`src/rtl/hamming_pkg.sv`:
```
// Shared definitions for the extended Hamming(8,4) encoder and receiver:
// codeword bit positions, decode status codes and receiver FSM states.
package hamming_pkg;

    localparam int unsigned CW_P1 = 0;
    localparam int unsigned CW_P2 = 1;
    localparam int unsigned CW_D1 = 2;
    localparam int unsigned CW_P4 = 3;
    localparam int unsigned CW_D2 = 4;
    localparam int unsigned CW_D3 = 5;
    localparam int unsigned CW_D4 = 6;
    localparam int unsigned CW_P0 = 7;

    typedef enum logic [1:0] {
        ST_OK     = 2'd0,
        ST_CORR   = 2'd1,
        ST_UNCORR = 2'd2
    } status_e;

    typedef enum logic [1:0] {
        StIdle,
        StStart,
        StData,
        StStop
    } rx_state_e;

endpackage

```
`src/rtl/hamming_secded_dec.sv`:
```
// Combinational SEC-DED decoder for one extended Hamming(8,4) codeword.
module hamming_secded_dec
    import hamming_pkg::*;
(
    input  logic [7:0] code,
    output logic [3:0] dado,
    output logic [1:0] status
);

    logic [2:0] syn;
    logic       par;
    logic [2:0] idx;
    logic [7:0] fixed;

    always_comb begin
        syn[0] = code[0] ^ code[2] ^ code[4] ^ code[6];
        syn[1] = code[1] ^ code[2] ^ code[5] ^ code[6];
        syn[2] = code[3] ^ code[4] ^ code[5] ^ code[6];
        par    = ^code;
        idx    = syn - 3'd1;
        fixed  = code;
        status = ST_OK;
        if (syn != 3'd0 && par) begin
            fixed[idx] = ~code[idx];
            status     = ST_CORR;
        end else if (syn == 3'd0 && par) begin
            status = ST_CORR;
        end else if (syn != 3'd0 && !par) begin
            // Double error: data bits are passed through untouched.
            status = ST_UNCORR;
        end
        dado = {fixed[CW_D4], fixed[CW_D3], fixed[CW_D2], fixed[CW_D1]};
    end

endmodule

```
`src/rtl/hamming_receptor.sv`:
```
// UART-style receiver for extended Hamming(8,4) codewords with SEC-DED decode,
// valid/ready output register and saturating error counters.
module hamming_receptor
    import hamming_pkg::*;
#(
    parameter int unsigned CLKS_PER_BIT = 4,
    parameter int unsigned CNT_W        = 8
) (
    input  logic             clk,
    input  logic             reset,
    input  logic             rx,
    output logic [3:0]       dado,
    output logic [1:0]       status,
    output logic             out_valid,
    input  logic             out_ready,
    output logic             frame_err,
    output logic             overrun,
    input  logic             clr,
    output logic [CNT_W-1:0] n_corr,
    output logic [CNT_W-1:0] n_uncorr
);

    localparam int unsigned CYC_W = $clog2(CLKS_PER_BIT + 1);
    localparam logic [CYC_W-1:0] HALF = CYC_W'(CLKS_PER_BIT / 2);
    localparam logic [CYC_W-1:0] FULL = CYC_W'(CLKS_PER_BIT);

    rx_state_e        state_q;
    logic [1:0]       sync_q;
    logic [1:0]       armed_q;
    logic             rx_prev_q;
    logic [CYC_W-1:0] cyc_q;
    logic [2:0]       bit_q;
    logic [7:0]       shift_q;

    logic       rx_s;
    logic       start_edge;
    logic       stop_hit;
    logic       good;
    logic       load;
    logic [3:0] dec_dado;
    logic [1:0] dec_status;

    hamming_secded_dec u_dec (
        .code   (shift_q),
        .dado   (dec_dado),
        .status (dec_status)
    );

    // armed_q marks when sync_q[1] holds a real line sample, so a line held
    // low through reset never looks like a 1->0 edge.
    assign rx_s       = sync_q[1];
    assign start_edge = rx_prev_q & ~rx_s;
    assign stop_hit   = (state_q == StStop) && (cyc_q == FULL);
    assign good       = stop_hit & rx_s;
    assign load       = good & (~out_valid | out_ready);

    always_ff @(posedge clk) begin
        if (reset) begin
            state_q   <= StIdle;
            sync_q    <= 2'b11;
            armed_q   <= 2'b00;
            rx_prev_q <= 1'b0;
            cyc_q     <= '0;
            bit_q     <= 3'd0;
            shift_q   <= 8'd0;
            dado      <= 4'd0;
            status    <= 2'd0;
            out_valid <= 1'b0;
            frame_err <= 1'b0;
            overrun   <= 1'b0;
            n_corr    <= '0;
            n_uncorr  <= '0;
        end else begin
            sync_q    <= {sync_q[0], rx};
            armed_q   <= {armed_q[0], 1'b1};
            rx_prev_q <= armed_q[1] & rx_s;
            frame_err <= 1'b0;
            if (out_valid && out_ready) out_valid <= 1'b0;

            case (state_q)
                StIdle: begin
                    if (start_edge) begin
                        state_q <= StStart;
                        cyc_q   <= CYC_W'(1);
                    end
                end
                StStart: begin
                    if (cyc_q == HALF) begin
                        state_q <= rx_s ? StIdle : StData;
                        cyc_q   <= CYC_W'(1);
                        bit_q   <= 3'd0;
                    end else begin
                        cyc_q <= cyc_q + 1'b1;
                    end
                end
                StData: begin
                    if (cyc_q == FULL) begin
                        shift_q <= {rx_s, shift_q[7:1]};
                        cyc_q   <= CYC_W'(1);
                        bit_q   <= bit_q + 3'd1;
                        if (bit_q == 3'd7) state_q <= StStop;
                    end else begin
                        cyc_q <= cyc_q + 1'b1;
                    end
                end
                StStop: begin
                    if (cyc_q == FULL) begin
                        state_q <= StIdle;
                        if (!rx_s) frame_err <= 1'b1;
                    end else begin
                        cyc_q <= cyc_q + 1'b1;
                    end
                end
                default: state_q <= StIdle;
            endcase

            if (load) begin
                dado      <= dec_dado;
                status    <= dec_status;
                out_valid <= 1'b1;
            end

            if (clr) begin
                n_corr   <= '0;
                n_uncorr <= '0;
                overrun  <= 1'b0;
            end else begin
                if (load && dec_status == ST_CORR && n_corr != '1) begin
                    n_corr <= n_corr + 1'b1;
                end
                if (load && dec_status == ST_UNCORR && n_uncorr != '1) begin
                    n_uncorr <= n_uncorr + 1'b1;
                end
                if (good && !load) overrun <= 1'b1;
            end
        end
    end

endmodule

```
`config.mk`:
```
export PLATFORM = sky130hd
export DESIGN_NAME = hamming_receptor
export DESIGN_NICKNAME = d
export VERILOG_FILES = /design/src/rtl/hamming_pkg.sv /design/src/rtl/hamming_secded_dec.sv /design/src/rtl/hamming_receptor.sv
export SDC_FILE = /design/constraint.sdc
export NUM_CORES = 1
export LEC_CHECK = 0
export ABC_AREA = 1
export CAP_MARGIN = 20
export CORE_MARGIN = 1.5
export CORE_UTILIZATION = 40
export CTS_CLUSTER_SIZE = 8
export DETAILED_ROUTE_END_ITERATION = 7
export PLACE_DENSITY_LB_ADDON = 0.12
export SLEW_MARGIN = 15
export SYNTH_ARGS = -nofsm -noshare
export SYNTH_HDL_FRONTEND = slang
export SYNTH_HIERARCHICAL = 1
export SYNTH_SLANG_ARGS = --single-unit
```
`constraint.sdc`:
```
create_clock -name clk -period 2.62 [get_ports clk]
set_input_delay 0.262 -clock clk [delete_from_list [all_inputs] [get_ports clk]]
set_output_delay 0.262 -clock clk [all_outputs]
set_load 0.005 [all_outputs]
```
==> run summary, run 1 <==
The run finished with clean final reports. The initial antenna violation count is 0. The internal cell power came out at 0.00104 W. The worst setup slack after layout is 0.269 ns. The worst path uses 89.7% of the clock period. The placed cell area is 3040 um2. In this design, the critical path's most frequently occurring cell is sky130_fd_sc_hd__nand2_1. The actual transition at the worst max-transition pin is 0.446 ns.

The placed wire-length estimate after detailed placement is 3.99 mm. The count of distinct cell types in the synthesized netlist is 31. The number of resized instances in the post-cts repair step came out at 0. Of the total power, the clock network draws 40.9%. The vias per cell came out at 4.67. The number of hold buffers added after cts is 0. For this design, the slowest cell found on the critical path is sky130_fd_sc_hd__dfxtp_1.

The net count reported at finish is 452. Post-CTS timing repair inserted 0 buffers for setup. The aggregate global routing overflow is 0. The length of the first detailed-routing pass in iterations came out at 5. For the final routed database, the setup TNS stands at 0 ns.

The largest vdd supply drop is 0.271 mV. The routed wire length per instance is 10.4 um. The average cell area after synthesis is 6.56 um2. Dividing total power by cell area gives a power density of 422 nW/um2. The number of antenna cells inserted came out at 0. The die covers 7120 um2.

The final estimated routing congestion in global placement is 0.829. The wire length of the first global-routing pass is 9.18 mm. Cells fill 49.4% of the core in the end. The layout cell share with drive strength beyond 1 came out at 9.11%. Data on the critical path is required at its endpoint by 2.82 ns. The H-tree generated during clock tree synthesis spans 2 levels. At the placement stage, the worst setup path has a slack of 0.283 ns. The total of max-cap violations is 0. The count of vias placed by the detailed router came out at 2408. The yosys synthesis warning count came out at 6. The fmax is 425 MHz. The vertical extent of the die came out at 84.4 um.

CTS placed an instance of sky130_fd_sc_hd__clkbuf_8 at the clock tree root. In this run the core area contains 29 standard-cell rows. The synthesized netlist cell count came out at 404. The standard cell core area came out at 6390 um2.

The number of clock sinks came out at 46. The number of setup violations in the final report is 0. At the later pin of the worst-skew pair, clock insertion delay measures 0.30 ns. The worst register-to-register path has a setup slack of 0.27 ns. The max-slew violation count came to 0. The global-route total usage across every layer is 15.6%. The analysis attributes to cell leakage a power of 1.38 nW.

The I/O pin count came out at 30. The net count after synthesis came out at 417. The remaining routing DRC violations came out at 0.

The shortest period the worst path allows is 2.35 ns. The min-delay analysis places its worst path in the category reg -> reg. The worst setup path is captured at a flop. The count of nets left with antenna violations once routing finished came out at 0. The pin count of the biggest net entering global routing came out at 18. The flip-flop and latch count after synthesis is 46. The via count of the first global-routing pass is 2119. The iteration-0 DRC count of the detailed router came out at 59.

The die is 84.4 um wide. The final-report hold violation count is 0. In this run the power spent charging and discharging nets is 0.000291 W.

The total clock buffers created by CTS came out at 5. The clock-pin transition on the worst setup and hold timing paths is 0.09 ns. The worst register-to-register path begins at shift_q[6]$_SDFFE_PP0P_. After detailed routing, the total wire length is 5.36 mm. Leaving out fill and tap cells, the most frequent cells in the layout are sky130_fd_sc_hd__nand2_1, sky130_fd_sc_hd__nor2_1, sky130_fd_sc_hd__inv_1. In this run the cell area of the synthesized design comes to 2650 um2.

Data on the critical path arrives at its endpoint at 2.56 ns. TritonCTS built the clock tree. The maximum fanout along the worst path is 9.

The area growth from synthesis to layout is 19.0%. After routing the design area is 3150 um2. The number of standard cells in the final layout excluding fillers is 516.

The worst setup path is launched from a flop. Setup repair after global routing left no endpoint under its margin. For the final database, setup skew stands at 0.00801 ns.

The critical path is of the reg -> reg type. The headroom to the max-slew limit came out at 70.2%. The layout has 672 filler cells. The sequential group share of total power is 54.0%. The number of port buffers is 29. The share of the Yosys chip area taken by registers is 34.7%. Leaving out fill and tap cells, the most frequent cell in the layout is sky130_fd_sc_hd__nand2_1. In this run the deepest clock path goes through 2 buffers. The starting utilization of the core area came out at 41.5%.

Per report_power, the combinational group accounts for 5.1% of the total. The start point of the critical path is shift_q[6]$_SDFFE_PP0P_. The largest single stage delay on the critical path is 0.53 ns. The number of cells in the design after placement is 509. The fraction of power spent switching nets is 21.8%.

The worst hold path begins at armed_q[0]$_DFF_P_. Walking the worst path, the cells encountered are inv_2, nand2_1, nand2_2, inv_1, nand2_1, nand2_1, nor2_1, ha_1, nor2_1, inv_1, nor2_1, nand4_4, nor2_4, nand2_1, nand2_1, nor2_1.
-- stage by stage --
step	hold WS, ns	total power (W)
2_1_floorplan	0.331	0.000783
3_3_place_gp	0.394	0.000803
3_5_place_dp	0.399	0.000804
4_1_cts	0.413	0.00135
5_1_grt	0.426	0.00139
6_report	0.409	0.00133
-- power groups by stage --
stage	combinational, W	clock (W)	sequential, W
after floorplan	0.0000490	0	0.000734
after global placement	0.0000676	0	0.000736
after detailed placement	0.0000687	0	0.000736
after CTS	0.0000687	0.000564	0.000720
after global routing	0.0000810	0.000586	0.000721
final	0.0000676	0.000545	0.000720
-- routing by layer --
metal	global-route usage, %	vias up	share of wire [%]
met5	0	-	0
met4	4.55	0	0.19
met3	3.64	2	2.7
met2	25.6	30	44
met1	20.5	1060	53
li1	-	1316	-
-- cell families (layout without fill, tap and decap cells) --
family / Yosys count / count (layout) / share of synthesized area (%)
flip-flops: 46 / 46 / 34.7
AO/OA/AOI/OAI: 33 / 33 / 6.47
adder cells (fa/ha/maj): 8 / 8 / 3.78
XOR/XNOR: 12 / 12 / 4.25
buffers and inverters: 59 / 94 / 8.64
AND/OR/NAND/NOR: 246 / 246 / 42.1
-- critical path, delay by kind of cell (launching register included) --
family / cells / cell delay [ns]
and+or+nand+nor: 12 / 1.28
buffers and inverters: 3 / 0.23
adders and majority gates: 1 / 0.22
DFF: 1 / 0.53
-- synth_stat cells, drive strengths merged --
master   instances  area [um2]
nor3             3        15.0
nor3b            1        7.51
nand4            7        73.8
o21a             1        7.51
nor2            84         372
a21oi           16        80.1
xnor2            8        77.6
o21ai           15        75.1
xor2             4        35.0
nand2          128         505
nand3b           1        7.51
buf              4        22.5
dfxtp           46         921
clkbuf           1        3.75
ha               8         100
inv             54         203
nand3           20         123
or2              2        12.5
o2111ai          1        8.76
-- layout make-up --
cell class / count / area [um2] / area share (%)
flip-flops and latches: 46 / 921 / 29.2
clock inverters: 1 / 30.0 / 0.952
inverters: 54 / 203 / 6.43
well taps: 77 / 96.3 / 3.06
clock buffers: 6 / 82.6 / 2.62
multi-input cells: 299 / 1500 / 47.6
repair buffers: 33 / 320 / 10.2
-- flip-flops by register name, indices dropped and copies added, names as in the netlist, named ones only --
signal     flops
armed_q        2
sync_q         2
rx_prev_q      1
state_q        1
overrun        1
bit_q          3
cyc_q          3
shift_q        8
n_corr         8
n_uncorr       8
status         2
dado           4
frame_err      1
out_valid      1
-- worst paths after layout --
check / cells after the start / to
worst min register to register: 2 / armed_q[1]$_SDFF_PP0_
worst max-delay path: 16 / n_uncorr[0]$_SDFFE_PP0P_
worst max register to register: 16 / n_uncorr[0]$_SDFFE_PP0P_
worst min-delay path: 2 / armed_q[1]$_SDFF_PP0_
(Power assumes the default switching activity.)
==> run 2, diff against run 1 <==
- CTS_CLUSTER_DIAMETER: unset -> 60
- CTS_CLUSTER_SIZE: 8 -> unset
==> results of run 2 <==
The final DEF is identical to that of run 1; final timing and power are the same.
==> run 3, diff against run 2 <==
- SKIP_CTS_REPAIR_TIMING: unset -> 1
==> results of run 3 <==
The final DEF is identical to that of run 1; final timing and power are the same.
==> patch, RTL diff (config.mk and constraints of run 3) <==
The package constant `CW_D3` goes from 5 to 6.
--- a/src/rtl/hamming_pkg.sv
+++ b/src/rtl/hamming_pkg.sv
@@ -9,3 +9,3 @@
     localparam int unsigned CW_D2 = 4;
-    localparam int unsigned CW_D3 = 5;
+    localparam int unsigned CW_D3 = 6;
     localparam int unsigned CW_D4 = 6;
Check against the original RTL: same outputs for any inputs over 10 cycles, from zero or initial values and one cycle with reset high; that may be too few to reach the edited logic, so the function may still have changed.
==> patch against run 3 <==
- highest routed layer unchanged
- design area fell by 0.20%
- area after synthesis fell by 1.0%
- sequential cell count did not move
- setup slack improved by 0.029 ns
- critical path depth fell by 3
- total power rose by 8.3%
- non-clock buffer count did not move
- synthesized cell count fell by 5.9%
- critical endpoint is now n_uncorr[2]$_SDFFE_PP0P_
- wire length fell by 4.1%
- cell count fell by 4.7%
==> patch: results (changes against run 3) <==
layout_setup_ws_ns: 0.298  # +0.0294 ns
ys_seq_area_share_pct: 35.1  # +0.36 points
grt_pass1_vias: 2046  # -3.4%
synth-xor-area-share_pct: 5.58  # +1.3 points
wl_per_cell_um: 10.4  # +0.57%
dpl_cell_area_mm2: 0.00300  # -1.3%
peakVddDrop_mv: 0.284  # +4.5%
hold_class: "flip-flop to flip-flop"
grtUsageMet2_pct: 24.5  # -1.1 points
synth_common_cells: "nand2_1, nor2_1, dfxtp_1"
synth_compound_gate_area_share_pct: 6.73  # +0.26 points
dp_cells: 484  # -4.9%
num_vias: 2304  # -4.3%
fin_nets: 428  # -5.3%
met2_length_um: 2260  # -4.3%
met3WireLength_um: 139  # -3.5%
drive_above_1_share_pct: 11.1  # +2.0 points
status: "finished, final reports clean"
drt_iter0_drc: 76  # +29%
crit_fanout: 10  # +1
place_ws_ns: 0.223  # -0.0593 ns
fin_skew_ns: 0.00901  # +0.00100 ns
relSlewSlack_pct: 70.8  # +0.53 points
use_met1_pct: 20.6  # +0.075 points
synth.top_cells.by_area: "dfxtp_1, nand2_1, nor2_1"
p_leak_nw: 1.28  # -7.6%
grtUsageTotal_pct: 15.3  # -0.31 points
first_pass_iters: 4  # -1
grt_use_met3_pct: 3.07  # -0.57 points
cp.arrival_ns: 2.52  # -0.04 ns
dpl.hpwl_um: 3780  # -5.3%
via_per_inst: 4.68  # +0.35%
## patch: path summary, 6_finish.rpt
path | startpoint | end | cells after the start
hold reg to reg | armed_q[0]$_DFF_P_ | armed_q[1]$_SDFF_PP0_ | 2
hold / removal | armed_q[0]$_DFF_P_ | armed_q[1]$_SDFF_PP0_ | 2
setup reg to reg | shift_q[6]$_SDFFE_PP0P_ | n_uncorr[2]$_SDFFE_PP0P_ | 13
setup / recovery | shift_q[6]$_SDFFE_PP0P_ | n_uncorr[2]$_SDFFE_PP0P_ | 13
## patch: final cells by class
class                   count  area, um^2
clock buffers               6        82.6
well taps                  77        96.3
multi-input cells         283        1500
flip-flops and latches     46         923
fillers                   639        3200
clock inverters             2        60.1
inverters                  45         169
repair buffers             33         320
## patch: power breakdown
group	switching [mW]	internal [mW]
logic	0.0410	0.0266
registers	0.0104	0.709
clock network	0.249	0.407
